<file path="src/rtl/rr_vc_alloc_ctrl_pkg.sv">
// Shared types and helpers for the round-robin VC allocator.
// The state encoding is fixed: IDLE = 0, LOCKED = 1.
package rr_vc_alloc_ctrl_pkg;

  typedef enum logic {
    IDLE   = 1'b0,
    LOCKED = 1'b1
  } state_t;

  // Ceiling log2; also gives the index width for a power-of-two VC count.
  function automatic int log2(input int value);
    int r;
    r = 0;
    for (int i = 0; i < 31; i++) begin
      if ((1 << i) < value) r = i + 1;
    end
    return r;
  endfunction

endpackage

</file>
<file path="src/rtl/rr_vc_alloc_ctrl_if.sv">
// Request/grant bundle between the VC requesters of one VN and the allocator.
// There is no ready/valid pair here. A grant is valid while grant_valid_out is
// high, and it stays constant until a cycle in which xfer_in and tail_in are
// both high. While grant_valid_out is low, xfer_in and tail_in are ignored.
interface rr_vc_alloc_ctrl_if #(
  parameter int NUM_VC = 4
);
  import rr_vc_alloc_ctrl_pkg::*;
  localparam int BITS_VC = log2(NUM_VC);

  logic [NUM_VC-1:0]  req_in;
  logic               avail_in;
  logic               xfer_in;
  logic               tail_in;
  logic [NUM_VC-1:0]  grant_out;
  logic               grant_valid_out;
  logic [BITS_VC-1:0] grant_id_out;
  logic               busy_out;

  modport master (
    output req_in, avail_in, xfer_in, tail_in,
    input  grant_out, grant_valid_out, grant_id_out, busy_out
  );

  modport slave (
    input  req_in, avail_in, xfer_in, tail_in,
    output grant_out, grant_valid_out, grant_id_out, busy_out
  );
endinterface

</file>
<file path="src/rtl/rr_vc_alloc_ctrl_rotl.sv">
// Purely combinational rotate-left of a W-bit vector by i_shamt positions.
module rr_vc_alloc_ctrl_rotl #(
  parameter int W   = 4,
  parameter int SHW = 2
) (
  input  logic [W-1:0]   i_data,
  input  logic [SHW-1:0] i_shamt,
  output logic [W-1:0]   o_data
);
  logic [2*W-1:0] w_dbl;

  // The upper half of the doubled, shifted word is the rotated value.
  assign w_dbl  = {i_data, i_data} << i_shamt;
  assign o_data = w_dbl[2*W-1:W];
endmodule

</file>
<file path="src/rtl/rr_vc_alloc_ctrl.sv">
// Round-robin allocator for one output resource. A grant is locked for a whole
// packet and released on the transferred tail flit. The VC that was just served gets lowest priority next.
module rr_vc_alloc_ctrl
  import rr_vc_alloc_ctrl_pkg::*;
#(
  parameter int NUM_VC  = 4,
  parameter int NUM_VN  = 3,
  parameter int bits_VC = log2(NUM_VC)
) (
  input  logic               clk,
  input  logic               rst,
  rr_vc_alloc_ctrl_if.slave  bus,
  output state_t             o_dbg_state,
  output logic [bits_VC-1:0] o_dbg_ptr
);

  if (NUM_VC < 2 || (NUM_VC & (NUM_VC - 1)) != 0 || NUM_VN < 1) begin : g_param_check
    $error("rr_vc_alloc_ctrl: NUM_VC must be a power of two >= 2 and NUM_VN >= 1");
  end

  state_t             r_state;
  state_t             w_state_nxt;
  logic [bits_VC-1:0] r_ptr;
  logic [bits_VC-1:0] w_ptr_nxt;
  logic [NUM_VC-1:0]  r_grant;
  logic [NUM_VC-1:0]  w_grant_nxt;
  logic [bits_VC-1:0] r_grant_id;
  logic [bits_VC-1:0] w_grant_id_nxt;

  logic [bits_VC-1:0] w_rshamt;
  logic [NUM_VC-1:0]  w_rot;
  logic [bits_VC-1:0] w_k;
  logic [NUM_VC-1:0]  w_k_oh;
  logic [NUM_VC-1:0]  w_win_oh;
  logic [bits_VC-1:0] w_win_id;

  // A right rotation by ptr is a left rotation by -ptr modulo NUM_VC.
  assign w_rshamt = '0 - r_ptr;

  rr_vc_alloc_ctrl_rotl #(.W(NUM_VC), .SHW(bits_VC)) u_rot_req (
    .i_data  (bus.req_in),
    .i_shamt (w_rshamt),
    .o_data  (w_rot)
  );

  always_comb begin
    w_k = '0;
    for (int i = NUM_VC - 1; i >= 0; i--) begin
      if (w_rot[i]) w_k = bits_VC'(i);
    end
  end

  assign w_k_oh   = NUM_VC'(1) << w_k;
  assign w_win_id = w_k + r_ptr;

  rr_vc_alloc_ctrl_rotl #(.W(NUM_VC), .SHW(bits_VC)) u_rot_win (
    .i_data  (w_k_oh),
    .i_shamt (r_ptr),
    .o_data  (w_win_oh)
  );

  always_comb begin
    w_state_nxt    = r_state;
    w_ptr_nxt      = r_ptr;
    w_grant_nxt    = r_grant;
    w_grant_id_nxt = r_grant_id;
    case (r_state)
      IDLE: begin
        if ((|bus.req_in) && bus.avail_in) begin
          w_state_nxt    = LOCKED;
          w_grant_nxt    = w_win_oh;
          w_grant_id_nxt = w_win_id;
        end
      end
      LOCKED: begin
        // Requests and avail are deliberately ignored until the tail is transferred.
        if (bus.xfer_in && bus.tail_in) begin
          w_state_nxt    = IDLE;
          w_grant_nxt    = '0;
          w_grant_id_nxt = '0;
          w_ptr_nxt      = r_grant_id + bits_VC'(1);
        end
      end
      default: begin
        w_state_nxt    = IDLE;
        w_grant_nxt    = '0;
        w_grant_id_nxt = '0;
      end
    endcase
  end

  always_ff @(posedge clk or posedge rst) begin
    if (rst) begin
      r_state    <= IDLE;
      r_ptr      <= '0;
      r_grant    <= '0;
      r_grant_id <= '0;
    end else begin
      r_state    <= w_state_nxt;
      r_ptr      <= w_ptr_nxt;
      r_grant    <= w_grant_nxt;
      r_grant_id <= w_grant_id_nxt;
    end
  end

  assign bus.grant_out       = r_grant;
  assign bus.grant_valid_out = |r_grant;
  assign bus.grant_id_out    = r_grant_id;
  assign bus.busy_out        = (r_state == LOCKED);
  assign o_dbg_state         = r_state;
  assign o_dbg_ptr           = r_ptr;

endmodule

</file>
<file path="src/flat_wrapper.sv">
// flat-port wrapper written by rule: the top's interface ports become plain ports
module rr_vc_alloc_ctrl_flat import rr_vc_alloc_ctrl_pkg::*;
#(
  parameter int NUM_VC  = 4,
  parameter int NUM_VN  = 3,
  parameter int bits_VC = log2(NUM_VC)
)
  (clk, rst, o_dbg_state, o_dbg_ptr, bus_req_in, bus_avail_in, bus_xfer_in, bus_tail_in, bus_grant_out, bus_grant_valid_out, bus_grant_id_out, bus_busy_out);
  rr_vc_alloc_ctrl_if #(.NUM_VC(NUM_VC)) bus_i ();
  input  logic clk;
  input  logic rst;
  output state_t o_dbg_state;
  output logic [bits_VC-1:0] o_dbg_ptr;
  input wire logic [$bits(bus_i.req_in)-1:0] bus_req_in;
  input wire logic [$bits(bus_i.avail_in)-1:0] bus_avail_in;
  input wire logic [$bits(bus_i.xfer_in)-1:0] bus_xfer_in;
  input wire logic [$bits(bus_i.tail_in)-1:0] bus_tail_in;
  output wire logic [$bits(bus_i.grant_out)-1:0] bus_grant_out;
  output wire logic [$bits(bus_i.grant_valid_out)-1:0] bus_grant_valid_out;
  output wire logic [$bits(bus_i.grant_id_out)-1:0] bus_grant_id_out;
  output wire logic [$bits(bus_i.busy_out)-1:0] bus_busy_out;
  assign bus_i.req_in = bus_req_in;
  assign bus_i.avail_in = bus_avail_in;
  assign bus_i.xfer_in = bus_xfer_in;
  assign bus_i.tail_in = bus_tail_in;
  assign bus_grant_out = bus_i.grant_out;
  assign bus_grant_valid_out = bus_i.grant_valid_out;
  assign bus_grant_id_out = bus_i.grant_id_out;
  assign bus_busy_out = bus_i.busy_out;
  rr_vc_alloc_ctrl #(.NUM_VC(NUM_VC), .NUM_VN(NUM_VN), .bits_VC(bits_VC)) u_core (.clk(clk), .rst(rst), .bus(bus_i), .o_dbg_state(o_dbg_state), .o_dbg_ptr(o_dbg_ptr));
endmodule
</file>
<file path="config.mk">
export PLATFORM = sky130hd
export DESIGN_NAME = rr_vc_alloc_ctrl_flat
export DESIGN_NICKNAME = d
export VERILOG_FILES = /design/src/rtl/rr_vc_alloc_ctrl_pkg.sv /design/src/rtl/rr_vc_alloc_ctrl_if.sv /design/src/rtl/rr_vc_alloc_ctrl_rotl.sv /design/src/rtl/rr_vc_alloc_ctrl.sv /design/src/flat_wrapper.sv
export SDC_FILE = /design/constraint.sdc
export NUM_CORES = 1
export LEC_CHECK = 0
export CAP_MARGIN = 20
export CORE_MARGIN = 1.5
export CORE_UTILIZATION = 40
export CTS_CLUSTER_DIAMETER = 100
export DETAILED_ROUTE_END_ITERATION = 6
export GPL_TIMING_DRIVEN = 0
export PLACE_DENSITY = 0.78
export SYNTH_ARGS = -nofsm -noshare
export SYNTH_HDL_FRONTEND = slang
export SYNTH_SLANG_ARGS = --single-unit
</file>
<file path="constraint.sdc">
create_clock -name clk -period 1.25 [get_ports clk]
set_input_delay 0.1875 -clock clk [delete_from_list [all_inputs] [get_ports clk]]
set_output_delay 0.1875 -clock clk [all_outputs]
set_load 0.03 [all_outputs]
</file>
==> flow_summary.ini <==
[route]
via_per_inst = 5.480
wl_met1_um = 835
top_layer = met4
wl_met2_um = 763
detail_route.iter0.violations = 17
postRouteWirelength_um = 1702
wl_per_cell_um = 13.84
num_vias = 674
ant_nets = 0
drc = 0
drt_pass1_iterations = 4
wl_met3_um = 76

[clock_network]
htreeDepth = 1
cts.reportedPaths.clkPinSlew_ns = 0.06
cts_tree = done
cts_buffers = 3
postCtsHoldBufs = 0
cts.sinks = 9
cts_buffer_depth = 2
root_buffer = clkbuf_4
clock_latency_ns = 0.25

[timing]
worstMarginPinSlew_ns = 0.3514
min_period_over_period_pct = 122.5
setup_viol = 4
worst_clock_skew_ns = 0.0004117
max_clock_freq_mhz = 653.2
worst_slack_ns = -0.2809
hold_viol_final = 0
finalMaxSlewViolations = 0
fin_crit_ns = 1.531
grt_setup_unrepaired = yes
holdWs_ns = 0.1988
slew_headroom_pct = 76.55

[floorplan]
rows = 14
pin_count = 20
fp.dieW_um = 42.94
die_area_sq_mm = 0.001844
start_util_pct = 42.36
coreArea_sq_mm = 0.001506
dieHeight_um = 42.94

[final_layout]
drive_gt1_share_pct = 42.06
nets = 117
diodes = 0
final_area_sq_um = 960.9
area_growth_pct = 50.59

[placed_design]
gp_congestion = 0.7748
dp.final_hpwl_um = 1092
placed_area_sq_um = 880.8
io_buffers = 17

[power]
p_leak_uw = 0.0004272
p_per_area_mw_per_mm2 = 2387
ir_drop_uv = 882.2
power.total_uw = 2294

[critical_path]
end_kind = output pin
worstPathArrival_ns = 1.34
start_kind = flop
critPathKind = flop to output pin
crit_fanout = 3
ff2ff_setup_slack_ns = -0.08
required_ns = 1.06

[global_route]
grt_pass1_wl_um = 2642
grt_usage_pct = 18.40
grt_pass1_vias = 603
grt_max_degree = 11
grt_remaining_overflow = 0
antenna_found_initial = 0

[yosys]
yosysSeqAreaShare_pct = 35.29
yosys_warnings = 0
avgSynthCellArea_sq_um = 8.181
synthDistinctLibCells = 28
syn_nets = 87
netlist_area_sq_um = 638.1
synth_seq_cells = 9
syn_inst = 78

[job]
max_cap_violations = 0

[status]
violations = setup timing
outcome = complete, but fails checks

[min_path]
min_path_type = input pin to asynchronous set/reset pin
layer usage:
metal	vias up	global-route usage [%]
met4	0	7.273
met1	308	25.53
met3	2	1.277
met2	23	29.70
li1	341	-
met5	-	0
repair_timing:
| item | 4_1_cts | 5_1_grt |
|---|---|---|
| setup endpoints to repair | 18 | 10 |
| buffers inserted | 2 | 5 |
| pin swaps | 1 | 3 |
| gates resized for setup | 33 | 10 |
| cloned | 0 | 1 |
sequential cells by signal (all words and copies together) (netlist names):
signal	cells
u_core.bus.grant_id_out	2
u_core.bus.grant_out	4
u_core.bus.busy_out	1
u_core.o_dbg_ptr	2
power breakdown:
part / total, uW / switching (uW) / internal (uW)
combinational: 1490 / 805 / 687
clock: 221 / 98.0 / 123
sequential: 581 / 151 / 430
total: 2290 / 1050 / 1240
cell families (layout without fill, tap and decap cells):
logic type                Yosys count  in the layout  share of synthesized area [%]
and+or+nand+nor                    29             29                          27.26
xor gates and xnor gates            1              1                          1.373
buffers and inverters               9             38                          7.452
DFF                                 9              9                          35.29
AOI/OAI and AO/OA                  30             30                          28.63
critical path, stage by stage (launching register included):
cell     delay (ns)
dfrtp_2        0.41
or4_4          0.53
buf_6          0.15
per-stage QoR:
step                      util (%)  std cells  setup TNS [ns]  setup WS, ns
after global placement       58.47        111          -4.201       -0.5835
after floorplan                  -         78        -0.09668      -0.02156
after detailed placement     58.47        111          -4.381       -0.5980
final                        63.79        123         -0.6452       -0.2809
after global routing         63.79        123          -1.038       -0.3159
after CTS                    60.55        117         -0.6127       -0.2816
synth_stat cells:
master | instances | area, sq um
o21ai_0 | 11 | 55.05
a21oi_1 | 9 | 45.04
dfrtp_1 | 9 | 225.2
nand2_1 | 7 | 26.28
nor2_1 | 7 | 26.28
nand3_1 | 4 | 20.02
inv_1 | 3 | 11.26
nor2b_1 | 3 | 18.77
a32oi_1 | 2 | 17.52
buf_2 | 2 | 10.01
clkbuf_1 | 2 | 7.510
nand2b_1 | 2 | 12.51
o31ai_1 | 2 | 15.01
a21o_1 | 1 | 7.510
a31o_2 | 1 | 8.760
a31oi_1 | 1 | 6.260
and2b_2 | 1 | 8.760
and3b_4 | 1 | 12.51
buf_4 | 1 | 7.510
buf_6 | 1 | 11.26
nand3_2 | 1 | 10.01
nand3b_4 | 1 | 20.02
o211ai_1 | 1 | 7.510
o221a_2 | 1 | 11.26
o221ai_1 | 1 | 8.760
or4_1 | 1 | 7.510
or4_4 | 1 | 11.26
xor2_1 | 1 | 8.760
area by class of cell:
class / count / area (sq um)
Fill cell: 130 / 545.5
Multi-Input combinational cell: 60 / 404.1
Sequential cell: 9 / 230.2
Timing Repair Buffer: 25 / 211.5
Buffer: 6 / 57.56
Clock buffer: 4 / 26.28
Tap cell: 16 / 20.02
Inverter: 3 / 11.26
final timing paths:
path,endpoint,from,cells after the start
min in group clk,u_core.bus.grant_id_out[1]$_DFFE_PP0P_,bus_req_in[3],3
worst min register to register,u_core.bus.grant_out[3]$_DFFE_PP0P_,u_core.bus.grant_out[3]$_DFFE_PP0P_,2
max in group asynchronous,u_core.o_dbg_ptr[0]$_DFFE_PP0P_,rst,2
worst max-delay path,bus_grant_valid_out,u_core.bus.grant_out[2]$_DFFE_PP0P_,2
worst max register to register,u_core.bus.grant_out[1]$_DFFE_PP0P_,u_core.o_dbg_ptr[1]$_DFFE_PP0P_,4
worst min-delay path,u_core.bus.busy_out$_DFF_PP0_,rst,2
layout by cell type, fill, tap and decap left out, drive strengths merged:
cell,instances
o221ai,1
or4,2
nor2b,3
o211ai,1
inv,3
a31o,1
xor2,1
clkdlybuf4s50,5
o31ai,2
and3b,1
a31oi,1
o21ai,11
nand3,5
nand2b,2
a32oi,2
o221a,1
clkbuf,11
dfrtp,9
dlygate4sd2,3
nor2,7
clkdlybuf4s15,1
buf,15
nand2,7
and2b,1
nand3b,1
a21oi,9
a21o,1
Note: power is estimated with default switching activity, not from simulation.
